## config.mk

```make
export PLATFORM = sky130hd
export DESIGN_NAME = serial_bit_deserializer
export DESIGN_NICKNAME = d
export VERILOG_FILES = /design/src/rtl/serial_bit_deserializer.sv
export SDC_FILE = /design/constraint.sdc
export NUM_CORES = 1
export LEC_CHECK = 0
export CAP_MARGIN = 15
export CORE_MARGIN = 2
export CORE_UTILIZATION = 45
export CTS_CLUSTER_SIZE = 25
export DETAILED_ROUTE_END_ITERATION = 8
export PLACE_DENSITY = 0.75
export SYNTH_ARGS = -nofsm -noshare
export SYNTH_HDL_FRONTEND = slang
export SYNTH_SLANG_ARGS = --single-unit
export TNS_END_PERCENT = 30
```

## constraint.sdc

```tcl
create_clock -name clk -period 2.2 [get_ports clk]
set_input_delay 0.44 -clock clk [delete_from_list [all_inputs] [get_ports clk]]
set_output_delay 0.44 -clock clk [all_outputs]
set_load 0.02 [all_outputs]
```

## src/rtl/serial_bit_deserializer.sv

```systemverilog
// -----------------------------------------------------------------------------
// serial_bit_deserializer
//   Collects a 1-bit serial stream into DATA_WIDTH-bit words and presents each
//   completed word on a valid/ready output port.
//
//   Parameters
//     DATA_WIDTH : word width in bits (>= 2)
//     MSB_FIRST  : 1 -> first accepted bit lands in dout[DATA_WIDTH-1]
//                  0 -> first accepted bit lands in dout[0]
//
//   Ports
//     clk         rising-edge clock
//     reset       asynchronous, active-high reset
//     flush       synchronous; discards the partially assembled word
//     din         serial data bit
//     din_valid   din is valid this cycle
//     din_ready   block can accept din this cycle (combinational)
//     dout        assembled parallel word (registered)
//     dout_valid  dout holds an unconsumed word
//     dout_ready  downstream accepts dout this cycle
//     bit_cnt     bits of the current partial word accepted so far
// -----------------------------------------------------------------------------
module serial_bit_deserializer #(
  parameter int DATA_WIDTH = 32,
  parameter bit MSB_FIRST  = 1'b1
) (
  input  logic                            clk,
  input  logic                            reset,
  input  logic                            flush,
  input  logic                            din,
  input  logic                            din_valid,
  output logic                            din_ready,
  output logic [DATA_WIDTH-1:0]           dout,
  output logic                            dout_valid,
  input  logic                            dout_ready,
  output logic [$clog2(DATA_WIDTH+1)-1:0] bit_cnt
);

  localparam int CW = $clog2(DATA_WIDTH + 1);
  localparam logic [CW-1:0] LAST = CW'(DATA_WIDTH - 1);

  // The partial word never holds more than DATA_WIDTH-1 bits: the final bit
  // goes straight into dout together with the partial word.
  logic [DATA_WIDTH-2:0] shift_reg, shift_next;
  logic [CW-1:0]         cnt_reg, cnt_next;
  logic [DATA_WIDTH-1:0] dout_reg, dout_next;
  logic                  valid_reg, valid_next;

  logic                  last_bit;
  logic                  accept;
  logic [DATA_WIDTH-1:0] shifted;

  assign last_bit  = (cnt_reg == LAST);
  // Only the word-completing bit has to wait for a free output register.
  assign din_ready = !(last_bit && valid_reg && !dout_ready);
  assign accept    = din_valid && din_ready && !flush;

  // Partial word extended by the incoming bit.
  generate
    if (MSB_FIRST) begin : g_msb_first
      assign shifted = {shift_reg, din};
    end else begin : g_lsb_first
      assign shifted = {din, shift_reg};
    end
  endgenerate

  always_comb begin
    shift_next = shift_reg;
    cnt_next   = cnt_reg;
    dout_next  = dout_reg;
    valid_next = valid_reg;

    if (valid_reg && dout_ready) begin
      valid_next = 1'b0;
    end

    if (flush) begin
      shift_next = '0;
      cnt_next   = '0;
    end else if (accept) begin
      if (last_bit) begin
        // A completion on the same edge as a transfer overrides the clear.
        shift_next = '0;
        cnt_next   = '0;
        dout_next  = shifted;
        valid_next = 1'b1;
      end else begin
        if (MSB_FIRST) begin
          shift_next = shifted[DATA_WIDTH-2:0];
        end else begin
          shift_next = shifted[DATA_WIDTH-1:1];
        end
        cnt_next = cnt_reg + CW'(1);
      end
    end
  end

  always_ff @(posedge clk or posedge reset) begin
    if (reset) begin
      shift_reg <= '0;
      cnt_reg   <= '0;
      dout_reg  <= '0;
      valid_reg <= 1'b0;
    end else begin
      shift_reg <= shift_next;
      cnt_reg   <= cnt_next;
      dout_reg  <= dout_next;
      valid_reg <= valid_next;
    end
  end

  assign dout       = dout_reg;
  assign dout_valid = valid_reg;
  assign bit_cnt    = cnt_reg;

endmodule

```

Yosys cells after proc, flatten, opt, wreduce, memory -nomap -nowiden

Cells that the tools add are included.
Widths: inputs -> output; s select.

Add/sub/neg operators: 1
Eq/ne operators: 1
Mux-type cells: 10
Bitwise gates (word level): 1
Reduce and logical (&&, ||, !) cells: 10

Operators with widths:

| operator            | count |
|---|---|
| $mux 31             | 3 |
| $mux 6              | 3 |
| $add 6x1->6 const B | 1 |
| $eq 6x5->1 const B  | 1 |
| $logic_and 1x1->1   | 5 |
| $mux 1              | 4 |
| $logic_not 1->1     | 3 |
| $reduce_and 3->1    | 1 |
| $reduce_bool 2->1   | 1 |
| $not 1->1           | 1 |

Flip-flop bits (word level): 70
Input port bits: 6
Output and inout port bits: 40

Logic depth before layout (Yosys ltp)

Depth after elaboration: 8
Mapped depth: 6

Worst setup path before layout

Ideal clock, no wire load.

Kind: reg-to-reg
From: register cnt_reg[0] (netlist: bit_cnt[0])
To: register dout_reg[12] (netlist: dout[12])
Arrival time: 1.859 ns
Setup slack: 0.216 ns
Stages on the path, launching flop included: 6
Path buffers: 1
Period minus slack after synthesis: 1.984 ns
Cells stage by stage: dfrtp_1 > ha_1 > nand2b_1 > nor4_4 > buf_6 > mux2_2

Word-level cells in the longest chain between the ends: 7

Ends and longest elaborated chain:

| what                                | line | text |
|---|---|---|
| from (decl)                         | 45   | `logic [CW-1:0] cnt_reg, cnt_next;` |
| from (signal assigned)              | 106  | `cnt_reg <= cnt_next;` |
| $eq 6x5->1 *                        | 53   | `assign last_bit = (cnt_reg == LAST);` |
| $logic_and 1x1->1 (2 in a row)      | 55   | `assign din_ready = !(last_bit && valid_reg && !dout_ready);` |
| $logic_not 1->1                     | 55   |  |
| $logic_and 1x1->1 (2 in a row)      | 56   | `assign accept = din_valid && din_ready && !flush;` |
| $reduce_and 3->1 (no source line) * | n/a  |  |
| to (signal assigned)                | 107  | `dout_reg <= dout_next;` |
| to (decl)                           | 46   | `logic [DATA_WIDTH-1:0] dout_reg, dout_next;` |

Mark *: on every way between the ends. The rest lies on a longest branch, timed or not.
A chain may end at the register's enable or synchronous reset.

Worst setup path after layout

From: register cnt_reg[0] (netlist: bit_cnt[0])
To: output port din_ready

Word-level cells in the longest chain between the ends: 4

Ends and longest elaborated chain:

| what                           | line | text |
|---|---|---|
| $eq 6x5->1                     | 53   |  |
| $logic_and 1x1->1 (2 in a row) | 55   |  |
| $logic_not 1->1                | 55   |  |
| to (decl)                      | 32   | `output logic din_ready,` |

No other way between the ends.

==> results.txt <==
----------------------------------------------------
[Synth]
  Area leader, netlist ... sky130_fd_sc_hd__dfrtp_1
  Synth Cell Area ... between 0.002 and 0.003 mm2
  Per-instance average area after synthesis ... ~13 um2
  Number of distinct standard cells referenced by the synthesized netlist ... 26
  Flip-flop and latch count after synthesis ... 70
  Synth area leaders ... sky130_fd_sc_hd__dfrtp_1 62%, sky130_fd_sc_hd__mux2_2 12%, sky130_fd_sc_hd__nand2b_1 8.2%
  Top cell type's share of synthesized area ... 0.6195
  Synthesized netlist net count ... 220
  Most used standard cells in the synthesized netlist ... 70 x sky130_fd_sc_hd__dfrtp_1, 37 x sky130_fd_sc_hd__nand2b_1, 30 x sky130_fd_sc_hd__mux2_2, 30 x sky130_fd_sc_hd__o22ai_1, 11 x sky130_fd_sc_hd__clkbuf_1
  Most frequent cell after synthesis ... sky130_fd_sc_hd__dfrtp_1
  Primary flip-flop cell chosen by synthesis mapping ... sky130_fd_sc_hd__dfrtp_1
  Number of flops mapped to enable cells by yosys ... 0
  Sequential-to-total area share from yosys stat ... 0.6195
  Gate count after technology mapping ... roughly 210
  Proportion of register bits with asynchronous set or reset after synthesis ... 1.000
  Warning count from the yosys run ... 0

[Die]
  Die height ... 83.27 um
  DIE AREA ... just under 0.007 mm2
  Core area ... around 0.006 mm2
  Io pins ... 46
  Starting Density ... 0.4720
  Num rows ... 28
  Horizontal die dimension ... approximately 83 um

[Worst setup path]
  Highest net fanout along the worst path ... 5
  CP startpoint kind ... flop
  Nature of the critical path endpoint ... primary output
  Type of the worst setup path ... flop to primary output
  Signal arrival time at the worst endpoint ... about 1.6 ns
  Launching element of the worst setup path ... bit_cnt[0]
  Reg-to-reg startpoint ... bit_cnt[0]
  Req. time, crit path ... between 1.5 and 2 ns

[Timing]
  Final critical-path required period ... around 2 ns
  Upper clock frequency limit ... between 400 and 500 MHz
  Post-route setup slack ... between 0.15 and 0.2 ns
  Setup-violating endpoint count in the final report ... 0
  Fin Clk Skew ... roughly 0.0074 ns
  Unrepaired setup endpoints after global routing ... no
  Share of the clock period used by the worst path after layout ... 0.9140
  Hold violation total from the final report ... 0
  Setup total negative slack ... 0 ns
  Number of pins exceeding their max-slew limit in the final report ... 0
  Rel. slew slack ... 0.6499
  Worst Max-Slew Pin Slew ... 0.5240 ns

[Power and ir drop]
  Leakage ... 1.639 nW
  Maximum vdd ir drop ... 0.0003880 V
  Pwr/cell area ... between 700 and 800 mW/mm2
  Clk network pwr share ... 0.453
  Combinational cell fraction of total power ... 0.050
  Total power of the final layout ... about 2.6 mW
  Net switching power ... about 0.53 mW
  Int Power ... roughly 2.1 mW
  Fraction of power consumed by sequential logic ... 0.497
  Switching Share ... 0.2033

[Route]
  Pre-Repair DR Iteration Count ... 4
  Vias after detailed routing ... roughly 1,800
  Final routed wirelength across all metal layers ... 5.353 mm
  First-iteration detailed-routing DRC count ... 59
  Post-DRT Antenna Nets ... 0
  Wire length per cell after detailed routing ... 15.43 um
  Drc violations ... 0
  Vias per cell ... ~5.3

[CTS]
  CTS tree ... done
  Cell chosen for the clock root ... sky130_fd_sc_hd__clkbuf_8
  Number of sinks on the clock net ... 70
  H-tree Lvls ... 3
  Max clock buf depth ... 2
  Number of buffers created by CTS ... 9
  Number of buffers added for setup after CTS ... 0
  Clock network latency to the later pin of the worst-skew pair ... between 0.3 and 0.4 ns
  Clock transition at path regs ... 0.07 ns

[Global route]
  First-pass GRT wire length ... roughly 9 mm
  Global-route congestion overflow total ... 0
  All-layer global routing usage ... 0.1652
  Antenna violations before repair ... 0
  Vias in the first global route ... 1,845
  Pin count of the biggest net entering global routing ... between 40 and 50

[Placed design]
  Quantity of I/O buffers inserted on ports ... 45
  Routability Congestion ... between 0.7 and 0.8
  Post-Place Setup Slack ... 0.02432 ns
  Half-perimeter wire length after detailed placement ... roughly 3.4 mm

[Finish]
  Max FFs per register ... 32
  Layout net count ... 274
  Antenna cell count ... 0
  P&R area growth vs syn ... 29.60%
  Fill count ... between 400 and 500
  Share of cells above drive strength 1 ... 0.2316

[Hold path]
  Worst hold path class ... primary input to async pin

[Status]
  Outcome ... finished clean

[Flow run]
  Number of max-cap violations ... 0

----------------------------------------------------
## placed cells by master, fill, tap and decap left out, drive strengths merged
cell	synthesis	layout
dfrtp	70	70
clkdlybuf4s50	0	44
nand2b	37	37
mux2	32	32
o22ai	30	30
clkbuf	11	13
buf	3	12
o32ai	3	3
inv	4	3
nand3	3	3
nor2b	2	2
or2	2	2
mux2i	2	2
a21oi	2	2
a211oi	2	2
bufinv	0	2
o21ai	2	2
nor4	1	1
o31a	1	1
o311a	1	1
nor2	1	1
a41oi	1	1
nand2	1	1
clkinvlp	0	1
a2111o	1	1
ha	1	1
clkinv	0	1
dlygate4sd2	0	1
## stage by stage
stage          std cells  utilization  area [um2]  hold slack [ns]
2_1_floorplan        213            -        2831           0.4653
3_3_place_gp         331       0.5729        3432           0.4705
3_5_place_dp         331       0.5729        3432           0.4759
4_1_cts              347       0.6117        3665           0.4926
5_1_grt              347       0.6117        3665           0.5040
6_report             347       0.6117        3665           0.4881
## timing repair
action                                  in CTS  in global routing
resized for setup                            1                  0
endpoints found under the hold margin        0                  0
endpoints found under the setup margin       1                  0
hold buffers                                 0                  0
## logic make-up (layout without fill, tap and decap cells)
family          count (synthesis)  in the layout  share of synthesized area
fa+ha+maj                       1              1                   0.004424
compound gates                 43             43                     0.1018
flops                          70             70                     0.6195
simple gates                   47             47                     0.1080
mux                            34             34                     0.1345
buf+inv                        18             77                    0.03186
## critical path: stages, from the launching register on
cell	delay (ns)
sky130_fd_sc_hd__dfrtp_1	0.37
sky130_fd_sc_hd__ha_1	0.24
sky130_fd_sc_hd__nand2b_1	0.09
sky130_fd_sc_hd__nor2_1	0.15
sky130_fd_sc_hd__nand2_1	0.06
sky130_fd_sc_hd__dlygate4sd2_1	0.32
## final cells by class
class	count	area [um2]	share of cell area
Clock inverter	3	65.06	0.01775
Multi-Input combinational cell	125	989.7	0.2701
Tap cell	75	93.84	0.02561
Timing Repair Buffer	57	576.8	0.1574
Sequential cell	70	1752	0.4780
Clock buffer	13	168.9	0.04609
Inverter	4	18.77	0.005121
## path summary, 6_finish.rpt
check	to	slack, ns	depth (start not counted)
max	din_ready	0.19	5
min	dout[25]	0.49	2
max reg2reg	dout[19]	0.26	6
min reg2reg	dout[3]	0.49	1
max in group asynchronous	shift_reg[2]	1.14	3
min in group clk	dout[3]	0.49	1
## power groups by stage
stage | Sequential, mW | Clock [mW] | Combinational, mW
2_1_floorplan | 1.33 | 0 | 0.0668
3_3_place_gp | 1.32 | 0 | 0.129
3_5_place_dp | 1.32 | 0 | 0.131
4_1_cts | 1.30 | 1.21 | 0.132
5_1_grt | 1.30 | 1.29 | 0.144
6_report | 1.30 | 1.18 | 0.130
## per-layer routing
metal  part of all wire  track usage
met4              0.018      0.08495
met5                  0            0
met2               0.48       0.2449
met3              0.027      0.03181
met1               0.47       0.2318
No activity file was read; power rests on OpenSTA's default activity.
==> edit 1, RTL diff (same settings) <==
The parameter `DATA_WIDTH` goes from 32 to 16.
--- a/src/rtl/serial_bit_deserializer.sv
+++ b/src/rtl/serial_bit_deserializer.sv
@@ -21,7 +21,7 @@
 //     bit_cnt     bits of the current partial word accepted so far
 // -----------------------------------------------------------------------------
 module serial_bit_deserializer #(
-  parameter int DATA_WIDTH = 32,
+  parameter int DATA_WIDTH = 16,
   parameter bit MSB_FIRST  = 1'b1
 ) (
   input  logic                            clk,
Ports: changed (resized bit_cnt and dout); port bits go from 46 to 29. The function was not compared with the original's and may differ.
==> edit 1 against the original RTL <==
- hold slack improved by 17 ps
- total power decreased by 53%
- sequential cell count decreased by 33
- register-to-register slack improved by 50 ps
- core utilization decreased by 2.5 points
- highest routed layer unchanged
- die area decreased by 38%
- synthesized area decreased by 40%
- worst setup slack got worse by 85 ps
- largest power group unchanged
- critical path type unchanged
- combinational power decreased by 36%
- routed wire length decreased by 39%
- final area decreased by 41%
- critical path depth decreased by 1
==> edit 1: results (changes against the original RTL) <==
{| class="wikitable"
! Metric !! Value
|-
| Area fraction in compound gates after synthesis || 8.72% (was 10.2%)
|-
| Largest net degree at the start of global routing || 38 (was 42)
|-
| I/O Buffers || 28 (was 45)
|-
| Net count after synthesis || 142 (was 220)
|-
| Endpoint of the worst-slack reg-to-reg timing path || dout[1]$_DFFE_PP0P_ (was dout[19]$_DFFE_PP0P_)
|-
| Worst flop-to-flop path startpoint || bit_cnt[1]$_DFFE_PP0P_ (was bit_cnt[0]$_DFFE_PP0P_)
|-
| Register-to-register setup slack || 310 ps (was 260 ps)
|-
| FILL cells || 290 (was 471)
|-
| GRT Resource Usage Total || 17.5% (was 16.5%)
|-
| Flip-flop count of the largest register after layout || 16 (was 32)
|-
| Cts bufs inserted || 5 (was 9)
|-
| Final layout net count || 177 (was 274)
|-
| Share of synthesized area spent on multiplexers || 13.3% (was 13.5%)
|-
| Post-Layout Cell Count || 219 (was 347)
|-
| Slew at the pin closest to its max-slew limit || 462 ps (was 524 ps)
|-
| Clock H-tree levels || 2 (was 3)
|-
| Cell total after placement || 211 (was 331)
|-
| Worst setup path startpoint || bit_cnt[1]$_DFFE_PP0P_ (was bit_cnt[0]$_DFFE_PP0P_)
|-
| HPWL Detailed || 2020 um (was 3360 um)
|-
| Static leakage || 0.975 nW (was 1.64 nW)
|-
| Number of design-rule violations left by the first detailed-router iteration || 43 (was 59)
|-
| Biggest area contributors in the synthesized netlist || dfrtp_1 54%, mux2_4 8.8%, nand4b_1 8.2% (was dfrtp_1 62%, mux2_2 12%, nand2b_1 8.2%)
|-
| GPL Wtd Cong || 0.778 (was 0.779)
|-
| Result of the run || complete, no violations (unchanged)
|-
| Share of the yosys chip area belonging to registers || 54.2% (was 61.9%)
|-
| Highest ir drop seen on vdd || 0.315 mV (was 0.388 mV)
|-
| Wire length after detailed routing || 3280 um (was 5350 um)
|-
| Worst Hold Slack || 506 ps (was 488 ps)
|-
| Worst hold-check path type || flip-flop to flip-flop (was input port to asynchronous set/reset pin)
|-
| Adder-Cell Fraction of Synth Area || 0.733% (was 0.442%)
|-
| Peak fanout along the critical path || 4 (was 5)
|}
edit 1: critical path, cell delays in order (launching register included):
cell           delay (ps)
dfrtp_1               370
ha_1                  240
nand4b_2              130
or2_2                 310
dlygate4sd2_1         320
edit 1: cell type report:
cell class                 count  share of cell area, %
clock inverter                 2                  0.466
clock buffer                   6                   3.38
inverter                       1                  0.175
multi-input combinational     87                   33.6
tap                           48                   2.80
sequential                    37                   43.1
timing repair buffer          38                   16.5
edit 1: stage by stage:
stage | util (%) | setup slack [ps] | cell area [um^2]
final | 58.7 | 105 | 2150
after global placement | 56.5 | -21.9 | 2070
after CTS | 58.7 | 101 | 2150
after floorplan | - | 304 | 1710
after detailed placement | 56.5 | -36.9 | 2070
after global routing | 58.7 | 37.0 | 2150
edit 1: power by group:
group | total, mW | internal [mW] | switching (mW)
registers | 0.689 | 0.685 | 0.00435
clock network | 0.450 | 0.219 | 0.231
logic | 0.0835 | 0.0366 | 0.0469
total | 1.22 | 0.941 | 0.282
edit 1: what timing repair did:
| action | in CTS | in global routing |
|---|---|---|
| resized for setup | 1 | 0 |
| hold endpoints to repair | 0 | 0 |
| setup endpoints to repair | 1 | 0 |
edit 1: per-layer routing:
layer | global-route usage (%) | routed length [um] | vias to the layer above
li1 | - | - | 553
met5 | 0 | 0 | -
met3 | 3.25 | 114 | 12
met1 | 21.8 | 1470 | 566
met4 | 12.2 | 108 | 0
met2 | 27.6 | 1590 | 29
edit 1: cell families (layout without fill, tap and decap cells):
| family | count (synthesis) | in the layout |
|---|---|---|
| DFF | 37 | 37 |
| muxes | 17 | 17 |
| buffers and inverters | 11 | 47 |
| adders and majority gates | 1 | 1 |
| AOI/OAI and AO/OA | 24 | 24 |
| and+or+nand+nor | 45 | 45 |
==> edit 2, RTL diff (same flow settings) <==
Made on the original files. Make the reset (`reset`) synchronous in one clocked block. Comments in the files are not updated.
--- a/src/rtl/serial_bit_deserializer.sv
+++ b/src/rtl/serial_bit_deserializer.sv
@@ -95,7 +95,7 @@
     end
   end
 
-  always_ff @(posedge clk or posedge reset) begin
+  always_ff @(posedge clk) begin
     if (reset) begin
       shift_reg <= '0;
       cnt_reg   <= '0;
Function: differs if reset is asserted again (counterexample within 4 cycles, from zero or initial values and one cycle with reset high); with reset held inactive, the same outputs for 10 cycles.
==> edit 2 against the original RTL <==
- routed wire length down 1.9%
- synthesized area is 0.97% lower
- sequential cell count unchanged
- non-clock buffer count decreased by 4
- largest power group unchanged
- final area down 3.5%
- critical endpoint unchanged
- critical path depth shrank 1
- highest routed layer unchanged
- total power down 11%
- worst setup slack worse by 59 ps
- count of clock-buffer cells in the layout did not move
==> edit 2: results (changes against the original RTL) <==
{| class="wikitable"
! Metric !! Value
|-
| Result of the run || complete, no violations (unchanged)
|-
| Switching power || 510 uW (was 530 uW)
|-
| Power share of the sequential group || 54.7% (was 49.7%)
|-
| Cell total after placement || 394 (was 331)
|-
| Share of layout cells above drive strength 1 || 8.96% (was 23.2%)
|-
| Worst hold-check path type || flip-flop to flip-flop (was input port to asynchronous set/reset pin)
|-
| Relative max-transition margin || 65.6% (was 65.0%)
|-
| Placed cell areas || 0.00335 mm^2 (was 0.00343 mm^2)
|-
| Combined area of all synthesized cells || 0.00280 mm^2 (was 0.00283 mm^2)
|-
| Signal buffers || 53 (was 57)
|-
| Largest net degree at the start of global routing || 40 (was 42)
|-
| Share of the yosys chip area belonging to registers || 50.0% (was 61.9%)
|-
| Most numerous cell types in the synthesized netlist || 70 x dfxtp_1, 67 x nand2b_1, 37 x nand2_1 (was 70 x dfrtp_1, 37 x nand2b_1, 30 x mux2_2, 30 x o22ai_1, 11 x clkbuf_1)
|-
| First-pass GRT wire length || 8860 um (was 9040 um)
|-
| HPWL Detailed || 3300 um (was 3360 um)
|-
| Crit-path slowest cell || dfxtp_1 (was dfrtp_1)
|-
| Worst-case clock skew || 5.26 ps (was 7.38 ps)
|-
| Yosys cell types || 27 (was 26)
|-
| Total vias in the final route || 2107 (was 1839)
|-
| Proportion of final cell area spent on non-clock buffers || 15.5% (was 15.7%)
|-
| Share of synthesized area spent on multiplexers || 12.2% (was 13.5%)
|-
| GPL Wtd Cong || 0.755 (was 0.779)
|-
| Flip-flop cell with the highest count after synthesis || dfxtp_1 (was dfrtp_1)
|-
| Worst Hold Slack || 475 ps (was 488 ps)
|-
| Area fraction in compound gates after synthesis || 9.56% (was 10.2%)
|-
| Crit-path max cell delay || 390 ps (was 370 ps)
|-
| Portion of the layout cell area used by clock cells || 5.27% (was 6.38%)
|-
| Multi-In Gates || 196 (was 125)
|-
| P_clk || 954 uW (was 1.18 mW)
|-
| Net switching share of the total power || 22.0% (was 20.3%)
|-
| GRT Resource Usage Total || 15.5% (was 16.5%)
|-
| Worst slack at placement || -83.4 ps (was 24.3 ps)
|-
| Highest ir drop seen on vdd || 0.364 mV (was 0.388 mV)
|-
| FILL cells || 549 (was 471)
|-
| Adder-Cell Fraction of Synth Area || 0.447% (was 0.442%)
|-
| Sequential cell area || 0.00140 mm^2 (was 0.00175 mm^2)
|-
| Post-Layout Cell Count || 410 (was 347)
|-
| Area taken by multi-input logic gates || 0.00131 mm^2 (was 990 um^2)
|-
| Static leakage || 1.13 nW (was 1.64 nW)
|}
==> edit 2: cell count changes in the layout (fill, tap and decap cells not counted), sizes merged, moves of 3 or more <==
cell    unedited run  this run
dfrtp             70         0
o22ai             30        33
buf               12         8
nand2              1        37
o32ai              3         0
inv                3         0
nand2b            37        67
dfxtp              0        70
mux2i              2        34
mux2              32         0
==> edit 2: repair_timing <==
| item | in CTS | in global routing |
|---|---|---|
| setup endpoints to repair | 1 | 0 |
| hold buffers | 0 | 0 |
| gates resized for setup | 1 | 0 |
| hold endpoints to repair | 0 | 0 |
==> edit 2: per-layer routing <==
metal / up-vias / global-route usage (%) / wire length [um] / share of wire [%]
met1: 982 / 18.7 / 2490 / 47
met3: 2 / 4.97 / 245 / 4.7
met4: 0 / 7.30 / 25 / 0.48
met2: 47 / 25.1 / 2490 / 47
met5: - / 0 / 0 / 0
li1: 1076 / - / - / -
